## src/rtl/zx_clk_pkg.sv

```systemverilog
// Shared definitions for the clock-enable generator: power-on FSM encoding,
// default widths and the POR counter width helper.
package zx_clk_pkg;

  localparam logic [1:0] ST_WAIT_LOCK = 2'd0;
  localparam logic [1:0] ST_STRETCH   = 2'd1;
  localparam logic [1:0] ST_RUN       = 2'd2;

  localparam int DEF_DIV_W      = 8;
  localparam int DEF_POR_CYCLES = 1024;

  // POR counter width for a given stretch length: $clog2(POR_CYCLES+1).
  function automatic int por_width(input int cycles);
    return $clog2(cycles + 1);
  endfunction

endpackage

```

## src/rtl/clk_enable_chan.sv

```systemverilog
// One clock-enable channel: period counter, shadow/active divisor pair and
// registered rising/falling enable pulses.
module clk_enable_chan #(
  parameter int               DIV_W    = 8,
  parameter logic [DIV_W-1:0] DIV_INIT = '0
) (
  input  logic             clk_sys,
  input  logic             reset,
  input  logic             run_i,
  input  logic             clr_i,
  input  logic             resync_i,
  input  logic             en_i,
  input  logic [DIV_W-1:0] div_i,
  input  logic             load_i,
  output logic             ce_p_o,
  output logic             ce_n_o
);

  logic [DIV_W-1:0] cnt_q, cnt_d;
  logic [DIV_W-1:0] act_q, act_d;
  logic [DIV_W-1:0] shd_q, shd_d;
  logic             shv_q, shv_d;
  logic             ce_p_q, ce_p_d;
  logic             ce_n_q, ce_n_d;
  logic [DIV_W:0]   half_w;

  // One bit wider so D = 2^DIV_W-1 gives a correct mid-point.
  assign half_w = ({1'b0, act_q} + (DIV_W+1)'(1)) >> 1;

  always_comb begin
    cnt_d  = cnt_q;
    act_d  = act_q;
    shd_d  = shd_q;
    shv_d  = shv_q;
    ce_p_d = 1'b0;
    ce_n_d = 1'b0;
    if (clr_i) begin
      cnt_d = '0;
    end else if (resync_i) begin
      cnt_d = '0;
      if (shv_q) begin
        act_d = shd_q;
        shv_d = 1'b0;
      end
    end else if (run_i && en_i) begin
      ce_p_d = (cnt_q == '0);
      ce_n_d = ({1'b0, cnt_q} == half_w);
      if (cnt_q == act_q) begin
        cnt_d = '0;
        if (shv_q) begin
          act_d = shd_q;
          shv_d = 1'b0;
        end
      end else begin
        cnt_d = cnt_q + DIV_W'(1);
      end
    end
    // A load that lands on a boundary stays pending for the next one.
    if (load_i) begin
      shd_d = div_i;
      shv_d = 1'b1;
    end
  end

  always_ff @(posedge clk_sys) begin
    if (reset) begin
      cnt_q  <= '0;
      act_q  <= DIV_INIT;
      shd_q  <= DIV_INIT;
      shv_q  <= 1'b0;
      ce_p_q <= 1'b0;
      ce_n_q <= 1'b0;
    end else begin
      cnt_q  <= cnt_d;
      act_q  <= act_d;
      shd_q  <= shd_d;
      shv_q  <= shv_d;
      ce_p_q <= ce_p_d;
      ce_n_q <= ce_n_d;
    end
  end

  assign ce_p_o = ce_p_q;
  assign ce_n_o = ce_n_q;

endmodule

```

## src/rtl/clk_enable_gen.sv

```systemverilog
// Clock-enable generator: sequences system reset from PLL lock and drives
// NUM_CH phase-aligned enable channels from the single system clock.
module clk_enable_gen
  import zx_clk_pkg::*;
#(
  parameter int                      NUM_CH     = 3,
  parameter int                      DIV_W      = DEF_DIV_W,
  parameter logic [NUM_CH*DIV_W-1:0] DIV_INIT   = {8'd1, 8'd3, 8'd1},
  parameter int                      POR_CYCLES = DEF_POR_CYCLES
) (
  input  logic                      clk_sys,
  input  logic                      reset,
  input  logic                      pll_locked,
  input  logic [NUM_CH*DIV_W-1:0]   div_in,
  input  logic [NUM_CH-1:0]         div_load,
  input  logic [NUM_CH-1:0]         ch_en,
  input  logic                      resync,
  output logic [NUM_CH-1:0]         ce_p,
  output logic [NUM_CH-1:0]         ce_n,
  output logic                      sys_reset,
  output logic                      ready,
  output logic [1:0]                state_dbg
);

  localparam int               POR_W    = por_width(POR_CYCLES);
  localparam logic [POR_W-1:0] POR_LAST = POR_W'(POR_CYCLES - 1);

  logic [1:0]       state_q, state_d;
  logic [POR_W-1:0] por_q, por_d;
  logic             sys_reset_q, ready_q;
  logic             run;

  // The lock-sampling cycle in WAIT_LOCK counts as the first stretch cycle.
  always_comb begin
    state_d = state_q;
    por_d   = por_q;
    if (!pll_locked) begin
      state_d = ST_WAIT_LOCK;
      por_d   = '0;
    end else begin
      case (state_q)
        ST_WAIT_LOCK: begin
          if (POR_CYCLES <= 1) begin
            state_d = ST_RUN;
          end else begin
            state_d = ST_STRETCH;
            por_d   = POR_W'(1);
          end
        end
        ST_STRETCH: begin
          if (por_q == POR_LAST) begin
            state_d = ST_RUN;
            por_d   = '0;
          end else begin
            por_d = por_q + POR_W'(1);
          end
        end
        ST_RUN: ;
        default: state_d = ST_WAIT_LOCK;
      endcase
    end
  end

  always_ff @(posedge clk_sys) begin
    if (reset) begin
      state_q     <= ST_WAIT_LOCK;
      por_q       <= '0;
      sys_reset_q <= 1'b1;
      ready_q     <= 1'b0;
    end else begin
      state_q     <= state_d;
      por_q       <= por_d;
      sys_reset_q <= (state_d != ST_RUN);
      ready_q     <= (state_d == ST_RUN);
    end
  end

  assign run       = (state_q == ST_RUN);
  assign sys_reset = sys_reset_q;
  assign ready     = ready_q;
  assign state_dbg = state_q;

  for (genvar g = 0; g < NUM_CH; g++) begin : g_chan
    clk_enable_chan #(
      .DIV_W   (DIV_W),
      .DIV_INIT(DIV_INIT[g*DIV_W +: DIV_W])
    ) u_chan (
      .clk_sys (clk_sys),
      .reset   (reset),
      .run_i   (run),
      .clr_i   (!pll_locked),
      .resync_i(resync && run),
      .en_i    (ch_en[g]),
      .div_i   (div_in[g*DIV_W +: DIV_W]),
      .load_i  (div_load[g]),
      .ce_p_o  (ce_p[g]),
      .ce_n_o  (ce_n[g])
    );
  end

endmodule

```

## config.mk

```make
export PLATFORM = sky130hd
export DESIGN_NAME = clk_enable_gen
export DESIGN_NICKNAME = d
export VERILOG_FILES = /design/src/rtl/zx_clk_pkg.sv /design/src/rtl/clk_enable_chan.sv /design/src/rtl/clk_enable_gen.sv
export SDC_FILE = /design/constraint.sdc
export NUM_CORES = 1
export LEC_CHECK = 0
export ABC_AREA = 1
export CORE_ASPECT_RATIO = 1.75
export CORE_MARGIN = 4
export CORE_UTILIZATION = 52
export CTS_CLUSTER_SIZE = 20
export DETAILED_ROUTE_END_ITERATION = 7
export PLACE_DENSITY = 0.76
export SETUP_SLACK_MARGIN = 0.1
export SYNTH_ARGS = -nofsm -noshare
export SYNTH_HDL_FRONTEND = slang
export SYNTH_SLANG_ARGS = --single-unit
```

## constraint.sdc

```tcl
create_clock -name clk_sys -period 1.3 [get_ports clk_sys]
set_input_delay 0.26 -clock clk_sys [delete_from_list [all_inputs] [get_ports clk_sys]]
set_output_delay 0.26 -clock clk_sys [all_outputs]
set_load 0.1 [all_outputs]
```

Word-level counts from Yosys, hierarchy flattened
Cells that the tools add are included.
{"block": "word_totals", "reg_bits": 96, "inputBits": 34, "output_inout_bits": 10, "word_cells": 114}
{"block": "classes", "addsub": 7, "n_eq_ne": 11, "muxes": 35, "bitwise": 4, "reduce_logical": 35}
{"operator": "8-bit two-way mux", "count": 15}
{"operator": "8-bit == test", "count": 6}
{"operator": "8-bit by 1-bit adder with 9-bit output (second input constant)", "count": 3}
{"operator": "8-bit by 1-bit adder with 8-bit output (second input constant)", "count": 3}
{"operator": "8-bit zero test", "count": 3}
{"operator": "11-bit one-hot mux with 2 select lines", "count": 1}
{"operator": "2-bit nonzero test", "count": 10}
{"operator": "3-bit AND reduction", "count": 6}
{"operator": "3-bit nonzero test", "count": 6}
{"operator": "1-bit two-way mux", "count": 15}
{"operator": "4-bit OR reduction", "count": 3}
{"operator": "11-bit by 1-bit adder with 11-bit output (second input constant)", "count": 1}
{"operator": "11-bit by 10-bit == test with 1-bit output (second input constant)", "count": 1}
{"operator": "11-bit two-way mux", "count": 1}
{"operator": "2-bit one-hot mux with 3 select lines", "count": 1}
{"operator": "2-bit == test (second input constant)", "count": 2}
{"operator": "1-bit logical AND", "count": 4}
{"operator": "2-bit two-way mux", "count": 2}
{"operator": "1-bit inverter", "count": 4}
{"operator": "3-bit OR reduction", "count": 1}
{"operator": "2-bit by 1-bit == test with 1-bit output (second input constant)", "count": 1}
{"operator": "2-bit zero test", "count": 1}
{"operator": "2-bit != test (second input constant)", "count": 1}
{"operator": "2-bit OR reduction", "count": 1}

Longest topological paths before layout
{"block": "depth", "ltp_word": 6, "mapped_depth": 11, "mapped_depth_nobuf": 11}

Cells and area by module
A second synthesis with hierarchy kept.
{"block": "unflattened", "cells_unflattened": 746, "area_unflattened_um2": 5197.5}
{"mod": "clk_enable_chan (g_chan[0].u_chan ...)", "instances": 2, "cells_each": 211, "area_per_inst_um2": 1473.9, "seq_area_each_um2": 540.5}
{"mod": "clk_enable_chan (g_chan[1].u_chan)", "instances": 1, "cells_each": 211, "area_per_inst_um2": 1480.2, "seq_area_each_um2": 540.5}
{"mod": "clk_enable_gen", "instances": 1, "cells_each": 113, "area_per_inst_um2": 769.5, "seq_area_each_um2": 300.3}

Worst setup path after synthesis
OpenSTA, ideal clock, no wires.
{"block": "synth_path", "path_type": "register to register", "start": "reg state_q[1], in the netlist state_dbg[1]", "end": "reg g_chan[2].u_chan.cnt_q[7]", "t_arrival_ns": 2.048, "path_slack_ns": -0.871, "stages_incl_launch_ff": 9, "n_path_buf": 0, "synth_period_minus_slack_ns": 2.171, "cell_sequence": "dfxtp_1 inv_2 nor2_8 nand2_2 nor2_2 nand4_1 nor2_1 xor2_1 nor2_1"}
{"block": "synth_between", "elab_chain_len": 3, "elab_cells_between_ends": 4, "classes_between": "1 x eq/ne; 3 x reduce/logical"}
{"element": "start, declared", "line_no": "clk_enable_gen.sv:28", "rtl": "logic [1:0] state_q, state_d;"}
{"element": "start signal, assigned", "line_no": "clk_enable_gen.sv:71", "rtl": "state_q <= state_d;"}
{"element": "2-bit == test *", "line_no": "clk_enable_gen.sv:78", "rtl": "assign run = (state_q == ST_RUN);"}
{"element": "1-bit logical AND", "line_no": "clk_enable_gen.sv:92", "rtl": ".resync_i(resync && run),"}
{"element": "3-bit OR reduction (no source line)"}
{"element": "end signal, assigned", "line_no": "clk_enable_chan.sv:74", "rtl": "cnt_q <= cnt_d;"}
{"element": "end, declared", "line_no": "clk_enable_chan.sv:19", "rtl": "logic [DIV_W-1:0] cnt_q, cnt_d;"}
Every way passes the cells marked *; elsewhere a longest branch is shown, timed or not.
A chain may end at the register's enable or synchronous reset.

Worst setup path in the final report
{"block": "layout_path", "start": "reg state_q[1], in the netlist state_dbg[1]", "end": "reg g_chan[0].u_chan.cnt_q[7]"}
{"block": "layout_between", "elab_chain_len": 3, "elab_cells_between_ends": 4, "classes_between": "1 x eq/ne; 3 x reduce/logical"}
{"element": "2-bit == test *", "line_no": "clk_enable_gen.sv:78"}
{"element": "1-bit logical AND", "line_no": "clk_enable_gen.sv:92"}
{"element": "3-bit OR reduction (no source line)"}
{"element": "end signal, assigned", "line_no": "clk_enable_chan.sv:74"}
{"element": "end, declared", "line_no": "clk_enable_chan.sv:19"}
Marked as above.

==> metrics.md <==
| Metric | Value |
|---|---|
| Status | finished, violations left |
| Failing checks | negative setup slack |
| Met3 wire len | 1.25 mm |
| Worst setup margin | -345 ps |
| Total negative slack | -13,250 ps |
| Syn Area/Cell | 7.22 um^2 |
| CTS H-tree lvls | 3 |
| Final nets | 879 |
| DRT Pass-1 Iters | 5 |
| Die ar. | 11,200 um^2 |
| Core Footprint | 9150 um^2 |
| Leakage Power | 3.26 nW |
| Mapped Area | 4940 um^2 |
| Hold slack | 471 ps |
| DR iter-0 viols | 512 |
| Initial Util | 54.0% |
| Clock Path Buffers | 2 |
| Ys Warns | 0 |
| Critical path class | reg2reg |
| DRC violations left | 0 |
| Clock Sinks | 96 |
| Final Critical Period | 1640 ps |
| Ports | 44 |
| Gr usage total | 27.2% |
| Clk_lat worst skew | 360 ps |
| Drt wl/cell | 19.4 um |
| I/O Buffers | 43 |
| Flops & latches, synth | 96 |
| Period utilization | 127% |
| Endpoints failing hold | 0 |
| Die W | 81.7 um |
| CTS Buf Count | 9 |
| # diodes | 0 |
| VDD IR max | 0.931 mV |
| Vias in the first global route | 5,199 |
| Startpoint Class | flip-flop |
| # setup viols final | 71 |
| Seq/Total Area, Yosys | 38.9% |
| Antenna-violating nets left | 0 |
| Fin cells | 959 |
| Most frequent cells in the layout | nand2_1, buf_4, dfxtp_1 |
| Sw Share | 24.7% |
| Global-route wire length before repair | 23.4 mm |
| Top sig layer | met4 |
| Pint | 4.83 mW |
| Worst Hold Class | reg2reg |
| Clock tree from TritonCTS | done |
| Max Slew Vio Count | 0 |
| Final total power | 6.42 mW |
| GRT Residual Overflow | 0 |
| CTS Root Cell | clkbuf_16 |
| Footprint of the multi-input gates | 3540 um^2 |
| Fill count | 445 |
| P_sw | 1.59 mW |
| Die height | 137 um |
| Clock power frac | 42.0% |
| Max FO, Critical Path | 5 |
| Setup Skew | 14.7 ps |
| Maxcap violations | 0 |
| Met2 routed WL | 9.84 mm |
| Wl on met1 | 6.24 mm |
| Syn Nets | 728 |
| Synth Instances | 684 |
| Placed insts | 919 |
| Commonest non-fill, non-tap cell in the layout | nand2_1 |
| Initial antenna violation count | 0 |
| Rel. slew slack | 71.9% |
| Post-Place Setup Slack | -486 ps |
| Part of the power in combinational logic | 10.4% |
| Synth-to-Final Area Change | 56.9% |
| Std cell rows | 46 |
| CP endpoint kind | flip-flop |
| Vias | 5,662 |
| Max frequency | 608 MHz |
| GP Congestion | 0.908 |
| Critical path arrival | 1890 ps |
| RSZ-0062 raised after global routing | yes |
| Yosys cell types | 33 |
| PwrDens | 828 nW/um^2 |
| Sequential group share of total power | 47.6% |
| Measured slew at the worst slew-check pin | 419 ps |
| Largest net degree at the start of global routing | 25 |
| Seq. cell area | 1960 um^2 |
| Clock slew at reported path FFs | 80 ps |
| Drt total wl | 18.6 mm |
| Layout cells sized above 1 | 39.5% |
| Post-DP HPWL | 9.70 mm |
| Critical Path RT | 1550 ps |
| Via density per instance | 5.90 |
## synthesized netlist by cell type
library cell,count,area share (%)
clkbuf_2,4,0.41
xnor2_1,16,2.8
nand3_1,70,7.1
nand3b_1,3,0.46
or2_2,6,0.76
nor2_2,4,0.51
nand4_1,7,0.89
o21ai_1,2,0.20
nand2_1,138,10
nand2_2,6,0.76
inv_1,49,3.7
o211a_1,3,0.61
nor2_8,1,0.41
xor2_1,41,7.3
a21oi_1,44,4.5
nand2_4,5,1.1
nor4_1,2,0.25
nor3b_1,4,0.61
o21ai_0,29,2.9
clkinv_1,7,0.53
nor3_1,9,0.91
clkbuf_1,12,0.91
nor3_2,3,0.61
nand3_2,3,0.61
ha_1,10,2.5
buf_2,2,0.20
inv_2,3,0.23
dfxtp_1,96,39
nor2_1,96,7.3
a31o_2,1,0.18
nor3b_2,1,0.25
buf_4,6,0.91
and3_1,1,0.13
## power groups by stage
stage / Sequential (mW) / Clock, mW / Combinational (mW)
finish: 3.05 / 2.70 / 0.670
global route: 3.06 / 2.79 / 0.704
detailed placement: 3.12 / 0 / 0.498
floorplan: 3.14 / 0 / 0.202
global placement: 3.11 / 0 / 0.487
CTS: 3.05 / 2.63 / 0.566
## layout make-up
type,instances,area share (%)
Tap cell,120,1.94
Clock buffer,12,3.18
Multi-Input combinational cell,508,45.6
Sequential cell,96,25.3
Timing Repair Buffer,161,20.2
Inverter,59,3.15
Clock inverter,3,0.549
## metrics by stage
step	instance area, um^2	util [%]
finish	7750	84.7
global route	7750	84.7
CTS	7140	78.0
detailed placement	6370	69.6
global placement	6370	69.6
floorplan	5080	-
## worst max-delay path, stage by stage (launching register included)
cell and delay (ps):
dfxtp_4 410, inv_4 70, nor2_8 190, buf_4 150, nand2_4 60, nor2_2 120, nand4_1 150, nor2_1 170
xor2_1 160, nor2_1 50
## sequential cells by signal, indices dropped and copies added, names as in the netlist
| register | flops |
|---|---|
| g_chan.u_chan.ce_p_o | 3 |
| g_chan.u_chan.shv_q | 3 |
| ready | 1 |
| g_chan.u_chan.ce_n_o | 3 |
| g_chan.u_chan.cnt_q | 24 |
| g_chan.u_chan.act_q | 24 |
| sys_reset | 1 |
| state_dbg | 2 |
| por_q | 11 |
| g_chan.u_chan.shd_q | 24 |
## routing by layer
metal  up-vias  GRT usage (%)
met5         -              0
met4         0           14.7
met3       120           4.68
met2       356           52.0
met1      2677           26.4
li1       2509              -
## timing repair
item / in CTS / in global routing
gates resized for setup: 104 / 128
hold buffers: 0 / 0
cloned: 2 / 1
endpoints found under the setup margin: 97 / 73
pin swaps: 36 / 57
buffers inserted: 11 / 14
## kinds of logic after synthesis
logic type               count (synthesis)  share of synthesized area (%)
XOR/XNOR                                57                           10.1
adder cells (fa/ha/maj)                 10                           2.53
flip-flops                              96                           38.9
AND/OR/NAND/NOR                        359                           33.2
buffers and inverters                   83                           6.91
AO/OA/AOI/OAI                           79                           8.38
## path summary, 6_finish.rpt
kind,start,endpoint,slack (ps),depth (start not counted)
worst max-delay path,state_dbg[1],g_chan[0].u_chan.cnt_q[7],-340,9
worst min-delay path,g_chan[2].u_chan.shv_q,g_chan[2].u_chan.shv_q,470,2
worst max register to register,state_dbg[1],g_chan[0].u_chan.cnt_q[7],-340,9
worst min register to register,g_chan[2].u_chan.shv_q,g_chan[2].u_chan.shv_q,470,2
(Power assumes the default switching activity.)
